### src/rtl/ipc_msg_queue_if.sv
// Strobe-style register port shared by the sender and receiver sides of ipc_msg_queue.
// The bus wrapper drives the master modport; the queue owns the slave modport.
interface ipc_msg_queue_if;
    logic        write_in;
    logic        read_in;
    logic [5:0]  addr;
    logic [31:0] wdata;
    logic        ready;
    logic [31:0] rdata;

    modport master (output write_in, read_in, addr, wdata, input ready, rdata);
    modport slave  (input write_in, read_in, addr, wdata, output ready, rdata);
endinterface

### src/rtl/ipc_msg_queue.sv
// One-direction inter-hart message queue: sender stages MSG_WORDS words and sends them
// as one message; receiver reads the head message and acks it to pop.
module ipc_msg_queue #(
    parameter int MESSAGE_DEPTH = 4,
    parameter int MSG_WORDS     = 4,
    parameter int SENDER_ID     = 0,
    parameter int RECEIVER_ID   = 1
) (
    input  logic           clk,
    input  logic           resetn,
    ipc_msg_queue_if.slave s_port,
    ipc_msg_queue_if.slave r_port,
    output logic           r_msg_present,
    output logic           s_space_avail
);
    typedef enum logic {IDLE = 1'b0, RESP = 1'b1} port_state_t;

    localparam int         PW       = (MESSAGE_DEPTH > 1) ? $clog2(MESSAGE_DEPTH) : 1;
    localparam int         WIDX     = (MSG_WORDS > 1) ? $clog2(MSG_WORDS) : 1;
    localparam logic [4:0] DEPTH_C  = 5'(MESSAGE_DEPTH);
    localparam logic [PW-1:0] LAST_PTR = PW'(MESSAGE_DEPTH - 1);
    localparam logic [3:0] CTRL_IDX = 4'h8;
    localparam logic [3:0] STAT_IDX = 4'h9;

    port_state_t s_state, s_state_nxt, r_state, r_state_nxt;

    logic [31:0]   staging [MSG_WORDS];
    logic [31:0]   mem     [MESSAGE_DEPTH][MSG_WORDS];
    logic [PW-1:0] wr_ptr, rd_ptr;
    logic [4:0]    count;
    logic          ovf;

    logic            full, empty;
    logic [3:0]      s_idx, r_idx;
    logic [WIDX-1:0] s_widx, r_widx;
    logic            s_is_word, r_is_word;
    logic            s_wr, r_wr, s_take, r_take;
    logic            send_req, send_ok, send_drop, ack_ok, ovf_clr;
    logic [31:0]     s_rd_val, r_rd_val;
    logic            unused_bits;

    function automatic logic [PW-1:0] ptr_inc(input logic [PW-1:0] p);
        return (p == LAST_PTR) ? '0 : p + 1'b1;
    endfunction

    assign full  = (count == DEPTH_C);
    assign empty = (count == 5'd0);

    assign s_idx     = s_port.addr[5:2];
    assign r_idx     = r_port.addr[5:2];
    assign s_widx    = s_port.addr[2 +: WIDX];
    assign r_widx    = r_port.addr[2 +: WIDX];
    assign s_is_word = (s_idx < 4'(MSG_WORDS));
    assign r_is_word = (r_idx < 4'(MSG_WORDS));

    // Side effects commit only on the IDLE edge of an access, never again in RESP.
    assign s_take = (s_state == IDLE) && (s_port.write_in || s_port.read_in);
    assign r_take = (r_state == IDLE) && (r_port.write_in || r_port.read_in);
    assign s_wr   = (s_state == IDLE) && s_port.write_in;
    assign r_wr   = (r_state == IDLE) && r_port.write_in;

    // Full/empty use the pre-edge count, so a simultaneous ACK never makes room for a SEND.
    assign send_req  = s_wr && (s_idx == CTRL_IDX) && s_port.wdata[0];
    assign send_ok   = send_req && !full;
    assign send_drop = send_req && full;
    assign ovf_clr   = s_wr && (s_idx == STAT_IDX) && s_port.wdata[1];
    assign ack_ok    = r_wr && (r_idx == CTRL_IDX) && r_port.wdata[0] && !empty;

    assign unused_bits = ^{s_port.wdata[31:2], r_port.wdata[31:1],
                           s_port.addr[1:0], r_port.addr[1:0]};

    always_comb begin
        s_rd_val = '0;
        if (s_is_word)
            s_rd_val = staging[s_widx];
        else if (s_idx == STAT_IDX)
            s_rd_val = {8'(SENDER_ID), 11'b0, count, 6'b0, ovf, full};
    end

    always_comb begin
        r_rd_val = '0;
        if (r_is_word && !empty)
            r_rd_val = mem[rd_ptr][r_widx];
        else if (r_idx == STAT_IDX)
            r_rd_val = {8'(RECEIVER_ID), 11'b0, count, 7'b0, !empty};
    end

    always_ff @(posedge clk or negedge resetn) begin
        if (!resetn) begin
            s_state <= IDLE;
            r_state <= IDLE;
        end else begin
            s_state <= s_state_nxt;
            r_state <= r_state_nxt;
        end
    end

    always_comb begin
        s_state_nxt  = s_state;
        s_port.ready = 1'b0;
        case (s_state)
            IDLE: if (s_port.write_in || s_port.read_in) s_state_nxt = RESP;
            RESP: begin
                s_state_nxt  = IDLE;
                s_port.ready = 1'b1;
            end
            default: s_state_nxt = IDLE;
        endcase
    end

    always_comb begin
        r_state_nxt  = r_state;
        r_port.ready = 1'b0;
        case (r_state)
            IDLE: if (r_port.write_in || r_port.read_in) r_state_nxt = RESP;
            RESP: begin
                r_state_nxt  = IDLE;
                r_port.ready = 1'b1;
            end
            default: r_state_nxt = IDLE;
        endcase
    end

    always_ff @(posedge clk or negedge resetn) begin
        if (!resetn) begin
            s_port.rdata <= '0;
            r_port.rdata <= '0;
        end else begin
            if (s_take) s_port.rdata <= s_port.read_in ? s_rd_val : '0;
            if (r_take) r_port.rdata <= r_port.read_in ? r_rd_val : '0;
        end
    end

    always_ff @(posedge clk or negedge resetn) begin
        if (!resetn) begin
            for (int w = 0; w < MSG_WORDS; w++) staging[w] <= '0;
            for (int m = 0; m < MESSAGE_DEPTH; m++)
                for (int w = 0; w < MSG_WORDS; w++) mem[m][w] <= '0;
            wr_ptr <= '0;
            rd_ptr <= '0;
            count  <= '0;
            ovf    <= 1'b0;
        end else begin
            if (s_wr && s_is_word) staging[s_widx] <= s_port.wdata;
            if (send_ok) begin
                for (int w = 0; w < MSG_WORDS; w++) mem[wr_ptr][w] <= staging[w];
                wr_ptr <= ptr_inc(wr_ptr);
            end
            if (ack_ok) rd_ptr <= ptr_inc(rd_ptr);
            count <= count + 5'(send_ok) - 5'(ack_ok);
            if (send_drop)
                ovf <= 1'b1;
            else if (ovf_clr)
                ovf <= 1'b0;
        end
    end

    assign r_msg_present = !empty;
    assign s_space_avail = !full;
endmodule

### src/flat_wrapper.sv
// flat-port wrapper written by rule: the top's interface ports become plain ports
module ipc_msg_queue_flat 
#(
    parameter int MESSAGE_DEPTH = 4,
    parameter int MSG_WORDS     = 4,
    parameter int SENDER_ID     = 0,
    parameter int RECEIVER_ID   = 1
)
  (clk, resetn, r_msg_present, s_space_avail, s_port_write_in, s_port_read_in, s_port_addr, s_port_wdata, s_port_ready, s_port_rdata, r_port_write_in, r_port_read_in, r_port_addr, r_port_wdata, r_port_ready, r_port_rdata);
  ipc_msg_queue_if s_port_i ();
  ipc_msg_queue_if r_port_i ();
  input  logic clk;
  input  logic resetn;
  output logic r_msg_present;
  output logic s_space_avail;
  input wire logic [$bits(s_port_i.write_in)-1:0] s_port_write_in;
  input wire logic [$bits(s_port_i.read_in)-1:0] s_port_read_in;
  input wire logic [$bits(s_port_i.addr)-1:0] s_port_addr;
  input wire logic [$bits(s_port_i.wdata)-1:0] s_port_wdata;
  output wire logic [$bits(s_port_i.ready)-1:0] s_port_ready;
  output wire logic [$bits(s_port_i.rdata)-1:0] s_port_rdata;
  input wire logic [$bits(r_port_i.write_in)-1:0] r_port_write_in;
  input wire logic [$bits(r_port_i.read_in)-1:0] r_port_read_in;
  input wire logic [$bits(r_port_i.addr)-1:0] r_port_addr;
  input wire logic [$bits(r_port_i.wdata)-1:0] r_port_wdata;
  output wire logic [$bits(r_port_i.ready)-1:0] r_port_ready;
  output wire logic [$bits(r_port_i.rdata)-1:0] r_port_rdata;
  assign s_port_i.write_in = s_port_write_in;
  assign s_port_i.read_in = s_port_read_in;
  assign s_port_i.addr = s_port_addr;
  assign s_port_i.wdata = s_port_wdata;
  assign s_port_ready = s_port_i.ready;
  assign s_port_rdata = s_port_i.rdata;
  assign r_port_i.write_in = r_port_write_in;
  assign r_port_i.read_in = r_port_read_in;
  assign r_port_i.addr = r_port_addr;
  assign r_port_i.wdata = r_port_wdata;
  assign r_port_ready = r_port_i.ready;
  assign r_port_rdata = r_port_i.rdata;
  ipc_msg_queue #(.MESSAGE_DEPTH(MESSAGE_DEPTH), .MSG_WORDS(MSG_WORDS), .SENDER_ID(SENDER_ID), .RECEIVER_ID(RECEIVER_ID)) u_core (.clk(clk), .resetn(resetn), .s_port(s_port_i), .r_port(r_port_i), .r_msg_present(r_msg_present), .s_space_avail(s_space_avail));
endmodule
### config.mk
export PLATFORM = sky130hd
export DESIGN_NAME = ipc_msg_queue_flat
export DESIGN_NICKNAME = d
export VERILOG_FILES = /design/src/rtl/ipc_msg_queue_if.sv /design/src/rtl/ipc_msg_queue.sv /design/src/flat_wrapper.sv
export SDC_FILE = /design/constraint.sdc
export NUM_CORES = 1
export LEC_CHECK = 0
export CORE_MARGIN = 4
export CORE_UTILIZATION = 30
export DETAILED_ROUTE_END_ITERATION = 8
export GPL_TIMING_DRIVEN = 0
export SYNTH_ARGS = -nofsm -noshare
export SYNTH_HDL_FRONTEND = slang
export SYNTH_SLANG_ARGS = --single-unit
### constraint.sdc
create_clock -name clk -period 6.6 [get_ports clk]
set_clock_uncertainty 0.1 [all_clocks]
set_input_delay 0.99 -clock clk [delete_from_list [all_inputs] [get_ports clk]]
set_output_delay 0.99 -clock clk [all_outputs]
set_load 0.005 [all_outputs]
Word-level counts from Yosys, hierarchy flattened

Index checks and enable logic that the tools add are counted.
Widths: inputs -> output; s select.

Output and inout bits: 68
Bits in registers: 716
Logic and storage cells: 116
Input bits: 82

$add $sub $neg: 4
Magnitude comparators: 8
Equality and inequality tests: 7
Bitwise gates (word level): 6
Mux-type cells: 40
Reduce and logical (&&, ||, !) cells: 23

Operators with widths:

| operator            | count |
|---|---|
| $bwmux 512          | 4 |
| $demux 128 s2       | 4 |
| $mux 128            | 3 |
| $mux 32             | 10 |
| $bmux 128 s2        | 1 |
| $bmux 32 s2         | 2 |
| $bwmux 128          | 1 |
| $mux 96             | 1 |
| $demux 32 s2        | 1 |
| $mux 64             | 1 |
| $mux 25             | 1 |
| $logic_and 1x1->1   | 17 |
| $eq 4x4->1 const B  | 4 |
| $mux 13             | 1 |
| $ge 3x3->1 const B  | 4 |
| $not 2->3           | 4 |
| $lt 4x3->1 const B  | 2 |
| $lt 3x1->1 const B  | 2 |
| $mux 1              | 6 |
| $add 5x1->5         | 1 |
| $eq 5x3->1 const B  | 1 |
| $logic_not 5->1     | 1 |
| $sub 5x1->5         | 1 |
| $add 2x1->2 const B | 2 |
| 7 further kinds     | 13 |

Depth between registers and ports, before layout

Gate-level depths: netlist of the first run.

Word-level depth: 9
Depth in mapped cells: 12
Mapped depth without buffers: 12

Least setup slack after synthesis of the first run

Ideal clock, no wire load.

Path kind: in2reg
Start point: input r_port_addr[3]
End point: register u_core.count[4]
Required time: 6.377 ns
Stages on the path: 10
Buffers on the path: 0
Arrival time: 3.199 ns
Setup slack: 3.178 ns
Library setup time: 0.123 ns
Cells stage by stage: or4b_2 -> nor4_2 -> ha_1 -> inv_1 -> ha_1 -> fa_1 -> a21oi_1 -> nor2_1 -> nor2_1 -> xnor2_1

Longest elaborated chain between the ends: 5

RTL lines:

| item                            | RTL line             | text |
|---|---|---|
| from (decl)                     | flat_wrapper.sv:24   | `input wire logic [$bits(r_port_i.addr)-1:0] r_port_addr;` |
| $eq 4x4->1                      | ipc_msg_queue.sv:67  | `assign ack_ok = r_wr && (r_idx == CTRL_IDX) && r_port.wdata[0] && !empty;` |
| $logic_and 1x1->1 (3 in series) | ipc_msg_queue.sv:67  |  |
| via u_core.ack_ok               | ipc_msg_queue.sv:38  | `logic send_req, send_ok, send_drop, ack_ok, ovf_clr;` |
| $sub 5x1->5                     | ipc_msg_queue.sv:150 | `count <= count + 5'(send_ok) - 5'(ack_ok);` |
| to (signal assigned)            | ipc_msg_queue.sv:150 |  |
| to (decl)                       | ipc_msg_queue.sv:30  | `logic [4:0] count;` |

The timed path passes the listed nets, and every way through them passes these cells.
A chain may end at the register's enable or synchronous reset.

Worst setup path in the final report of the first run

Start point: register u_core.count[3]
End point: output r_msg_present

Longest elaborated chain between the ends: 2

RTL lines:

| item            | RTL line             | text |
|---|---|---|
| $logic_not 5->1 | ipc_msg_queue.sv:47  | `assign empty = (count == 5'd0);` |
| $logic_not 1->1 | ipc_msg_queue.sv:158 | `assign r_msg_present = !empty;` |
| to (decl)       | flat_wrapper.sv:14   | `output logic r_msg_present;` |

No other way between the ends.

==> metrics, run 1 <==
status=completed; io pins=150; total of max-cap violations=0; Ys Warns=0; initial antenna violation count=2; first-pass GRT wire length=140 mm; RSZ-0062 raised after global routing=false; routed vias/inst=5.16; Fmax=258 MHz; area taken by multi-input logic gates=approximately 13000 um2; gr usage total=17.0%; share of cells above drive strength 1=29.7%; DRT Pass-1 Iters=7; Crit. End Element=output pin; Final min period=3.87 ns; Hold-fix buffers, CTS=0; setup repair bufs after CTS=0; Rows=119; crit share post-route=58.7%; vias=18.4k; top-area cell type share of the netlist area=56.1%; Leak Pwr=18.2 nW; final instance area=37600 um2; VDD IR max=0.155 mV; cell mode on critical path=inv_1; Async SR Flop Fraction=100%; Crit Path Class=register to output pin; Post-Synthesis Cell Area=31900 um2; Post-synth top cells=dfrtp_1, mux2_1, mux2_2, mux4_2, nand2_1; PortBufs=111; PwrDens=290 nW/um2; nets=2210; Reg area=17900 um2; Final Max Tran Viols=0; Crit-path slowest cell=nor4b_2; H-tree depth=3; Seq/Total Area, Yosys=56.1%; number of global-route vias before repair=20.2k; FF+latch count, synth=716; post_cts resized=0; routed wire length per instance=26.7 um; EDFF count, synth=0; placed cell area=34900 um2; CP Cell Sequence=inv_1 > ha_1 > nor4b_2 > inv_1 > clkdlybuf4s50_1; CTS clk-pin slew, worst paths=0.06 ns; CP Data Arrival Time=about 2.8 ns; CTS root buf=clkbuf_16; Initial Util=30.3%; TritonCTS Sinks=716; FILL cells=9969; Post-Route WL=95.3 mm; Post-Route Setup TNS=0 ns; die footprint=112000 um2; slowest stage delay, CP=0.76 ns; count leader, synth=dfrtp_1; synth top area cells=dfrtp_1, mux2_1, mux4_2, mux2_2, buf_8; Hold Path Class=input pin to asynchronous set/reset pin; syn_nets=2011; remaining antenna violation count after routing=0; Post-Syn Instances=1917; Slew HR=4.62%; cell total after placement=3425; largest net degree at the start of global routing=130; # setup viols final=0; Avg Cell Area, Syn=16.7 um2; main flop type after synthesis=dfrtp_1; Final Wtd Congestion=0.779; Final Hold Vio Count=0; gr ovfl total=0; CTS Buffer Depth=3; Critical Path Fanout Max=4; CTS tree=built; die height=between 300 and 400 um; Startpoint Class=register; synth unique cells=41; post-DP HPWL=61.7 mm; synth-to-layout area growth=17.8%; post-route DRC violation count=0; Die X-Extent=between 300 and 400 um; worst slew pin tran=approximately 1.4 ns; required time of the critical path=approximately 5.5 ns; Core ar.=105000 um2; cell taking the most area after synthesis=dfrtp_1; Layout Cells excl Fill=3572; DR iter-0 viols=roughly 1.2k; worst skew pair latency=0.64 ns; CTS Buf Count=80
-- report_power, final --
group / leakage (nW) / internal (mW) / switching (mW)
combinational: 7.14 / 0.604 / 0.603
clock: 1.31 / 2.63 / 1.85
sequential: 9.76 / 4.76 / 0.444
-- cells in the final DEF (no fill, tap or decap), types with 13 or more instances in the layout --
cell type          n
clkbuf_8          22
clkbuf_1          58
dfrtp_1          716
a22o_1            25
nand2_1           73
buf_2             20
clkbuf_16         81
inv_1             17
buf_6             13
mux4_2           160
mux2_1           442
mux2_2           264
a22oi_1           25
clkdlybuf4s50_1  110
buf_8             45
-- flip-flops by register name (all words and copies together), names as in the netlist --
signal	flops
u_core.count	5
u_core.wr_ptr	2
u_core.r_port.rdata	32
u_core.staging	128
u_core.mem	512
u_core.s_state	1
u_core.ovf	1
u_core.rd_ptr	2
u_core.r_state	1
u_core.s_port.rdata	32
-- worst paths after layout --
kind | startpoint | to | slack (ns) | depth (start not counted)
max | u_core.count[3] | r_msg_present | 2.73 | 5
max reg2reg | u_core.count[3] | u_core.count[4] | 3.21 | 12
min in group clk | u_core.mem[427] | u_core.mem[427] | 0.39 | 1
min reg2reg | u_core.mem[427] | u_core.mem[427] | 0.39 | 1
max in group asynchronous | resetn | u_core.mem[180] | 4.29 | 4
min | resetn | u_core.mem[98] | 0.25 | 1
-- stage by stage --
| stage | hold WS [ns] | setup slack, ns | util (%) | power, mW |
|---|---|---|---|---|
| final | 0.248 | 2.73 | 35.7 | 10.9 |
| after global routing | 0.283 | 2.65 | 35.7 | 11.3 |
| after CTS | 0.250 | 2.71 | 35.7 | 11.0 |
| after detailed placement | 0.375 | 2.23 | 33.2 | 6.49 |
| after global placement | 0.368 | -26.10 | 33.0 | 6.42 |
| after floorplan | 0.349 | 3.18 | - | 5.84 |
-- layout make-up --
cell class	count	area share (%)
timing repair buffer	117	3.41
antenna	4	0.0266
tap	1391	4.63
clock inverter	24	0.712
buffer	128	2.92
clock buffer	119	6.35
multi-input combinational	1056	34.2
inverter	17	0.170
sequential	716	47.6
-- per-layer routing --
layer / GRT usage (%) / wire length [um]
met1: 22.2 / 40700
met2: 28.6 / 46700
met3: 3.49 / 5200
met4: 5.31 / 2700
met5: 0 / 0
-- cells by family after synthesis --
| family | Yosys count | share of synthesized area [%] |
|---|---|---|
| buf+inv | 145 | 3.64 |
| fa+ha+maj | 12 | 0.494 |
| mux | 866 | 36.2 |
| compound gates | 72 | 1.85 |
| flops | 716 | 56.1 |
| simple gates | 102 | 1.60 |
| xor+xnor | 4 | 0.110 |
-- critical path: cells and delay by family (launching register included) --
kind	cells	cell delay, ns
adder cells (fa/ha/maj)	1	0.15
AND/OR/NAND/NOR	1	0.76
flip-flops	1	0.45
buffers and inverters	3	0.78
(Power assumes the default switching activity.)
==> run 2: changes to the inputs <==
Clock period 6.6 ns to 3.6 ns, I/O delays scaled along.
==> metrics, run 2 (same netlist as run 1, synthesis figures left out) <==
Final min period=3.42 ns; CP Data Arrival Time=2.78 ns (about the same); DR iter-0 viols=1200 (+1.5%); PwrDens=531 nW/um2 (+83%); # setup viols final=0 (unchanged); largest net degree at the start of global routing=130 (unchanged); CTS root buf=clkbuf_16; Place WS=-0.316 ns (-2.55 ns); Crit. End Element=output pin; Initial Util=30.3% (unchanged); post-route DRC violation count=0 (unchanged); routed vias/inst=5.15 (-0.20%); CTS Buffer Depth=3 (unchanged); worst reg2reg endpoint=u_core.count[4]; first-pass GRT wire length=140 mm (about the same); Slew HR=4.02% (-0.60 points); PortBufs=111 (unchanged); total of max-cap violations=0 (unchanged); die height=334 um (unchanged); wl on met1=40.6 mm (-0.21%); io pins=150 (unchanged); Critical Path Start=u_core.count[3]; Fmax=293 MHz; CTS tree=built; Die X-Extent=334 um (unchanged); wire length on met3=5.30 mm (+1.9%); crit share post-route=95.0%; post-DP HPWL=61.7 mm (unchanged); nets=2211 (+0.045%); VDD IR max=0.284 mV (+84%); H-tree depth=3 (unchanged); TritonCTS Sinks=716 (unchanged); required time of the critical path=2.96 ns (-2.55 ns); Hold Path Class=register to register; Leak Pwr=18.2 nW (about the same); Startpoint Class=register; Top Metal Used=met4; post_cts resized=0 (unchanged); final core occ=35.7% (about the same); gr usage total=17.0% (about the same); reg2reg start=u_core.count[3]; met2 WL post-DR=46.8 mm (+0.16%); Regs by FF count=u_core.mem (512), u_core.staging (128); worst skew pair latency=0.64 ns (about the same); commonest non-fill, non-tap cell in the layout=dfrtp_1; Core ar.=105000 um2 (unchanged); routed wire length per instance=26.7 um (about the same); fin worst setup slack=0.182 ns (-2.54 ns); worst slew pin tran=1.44 ns (+0.00894 ns); CP endpoint=r_msg_present; Crit Path Class=register to output pin; DRT Pass-1 Iters=7 (unchanged); number of global-route vias before repair=20.2k (+0.015%); initial antenna violation count=2 (unchanged); synth-to-layout area growth=17.9% (about the same); R2R cell count=12 (unchanged); most frequent cells in the layout=dfrtp_1, mux2_1, mux2_2; CTS Buf Count=80 (unchanged); max reg flops=512 (unchanged); worst hold slack=0.385 ns (+0.137 ns); Critical Path Fanout Max=4 (unchanged); R2R Setup Slk=0.22 ns (-2.99 ns); Hold Path Depth=1; Rows=119 (unchanged); Post-Route WL=95.4 mm (about the same); share of cells above drive strength 1=29.7% (about the same); CTS clk-pin slew, worst paths=0.06 ns (about the same); Final Max Tran Viols=0 (unchanged); Reg with most FFs=u_core.mem; Final Wtd Congestion=0.779 (unchanged); RSZ-0062 raised after global routing=false; Final Hold Vio Count=0 (unchanged); status=completed; gr ovfl total=0 (unchanged); die footprint=112000 um2 (unchanged); vias=18.4k (-0.17%); Power, Total=20.0 mW (+83%); remaining antenna violation count after routing=0 (unchanged)
run 2: cell count changes in the layout (fill, tap and decap cells not counted):
cell	change
dlygate4sd3_1	+1
run 2: layout make-up:
cell class | count | area, um2
inverters | 17 | 63.8
flip-flops and latches | 716 | 17900
clock buffers | 119 | 2390
clock inverters | 24 | 268
well taps | 1391 | 1740
diodes | 4 | 10.0
multi-input cells | 1056 | 12800
fillers | 9968 | 67800
plain buffers | 128 | 1100
repair buffers | 118 | 1290
run 2: worst min-delay path by stage:
| stage | startpoint | end |
|---|---|---|
| floorplan | resetn | u_core.count[0] |
| global route | u_core.mem[409] | u_core.mem[409] |
| finish | u_core.mem[324] | u_core.mem[324] |
| CTS | u_core.ovf | u_core.s_port.rdata[1] |
| detailed placement | u_core.mem[324] | u_core.mem[324] |
| global placement | u_core.mem[324] | u_core.mem[324] |
run 2: where the power goes:
group	switching (mW)	leakage (nW)	internal [mW]	total, mW
clock	3.40	1.31	4.83	8.22
combinational	1.10	7.15	1.11	2.21
sequential	0.813	9.76	8.73	9.55
run 2: timing repair:
item                      in CTS  in global routing
setup buffers                  0                  0
hold endpoints to repair      69                  0
hold buffers                   1                  0
run 2: per-layer routing:
metal,up-vias,track usage [%]
met5,-,0
met4,0,5.31
met3,158,3.50
met2,497,28.6
met1,10100,22.2
li1,7607,-
run 2: through the flow:
stage          setup TNS [ns]  cells  area [um2]
2_1_floorplan               0   1917       31900
3_3_place_gp                -   3419       34800
3_5_place_dp            -4.23   3425       34900
4_1_cts                     0   3569       37600
5_1_grt                     0   3570       37600
6_report                    0   3573       37600
run 2: worst max-delay path: stages (launching register included):
cell,delay (ns)
dfrtp_1,0.45
inv_1,0.11
ha_1,0.15
nor4b_2,0.75
inv_1,0.17
clkdlybuf4s50_1,0.50
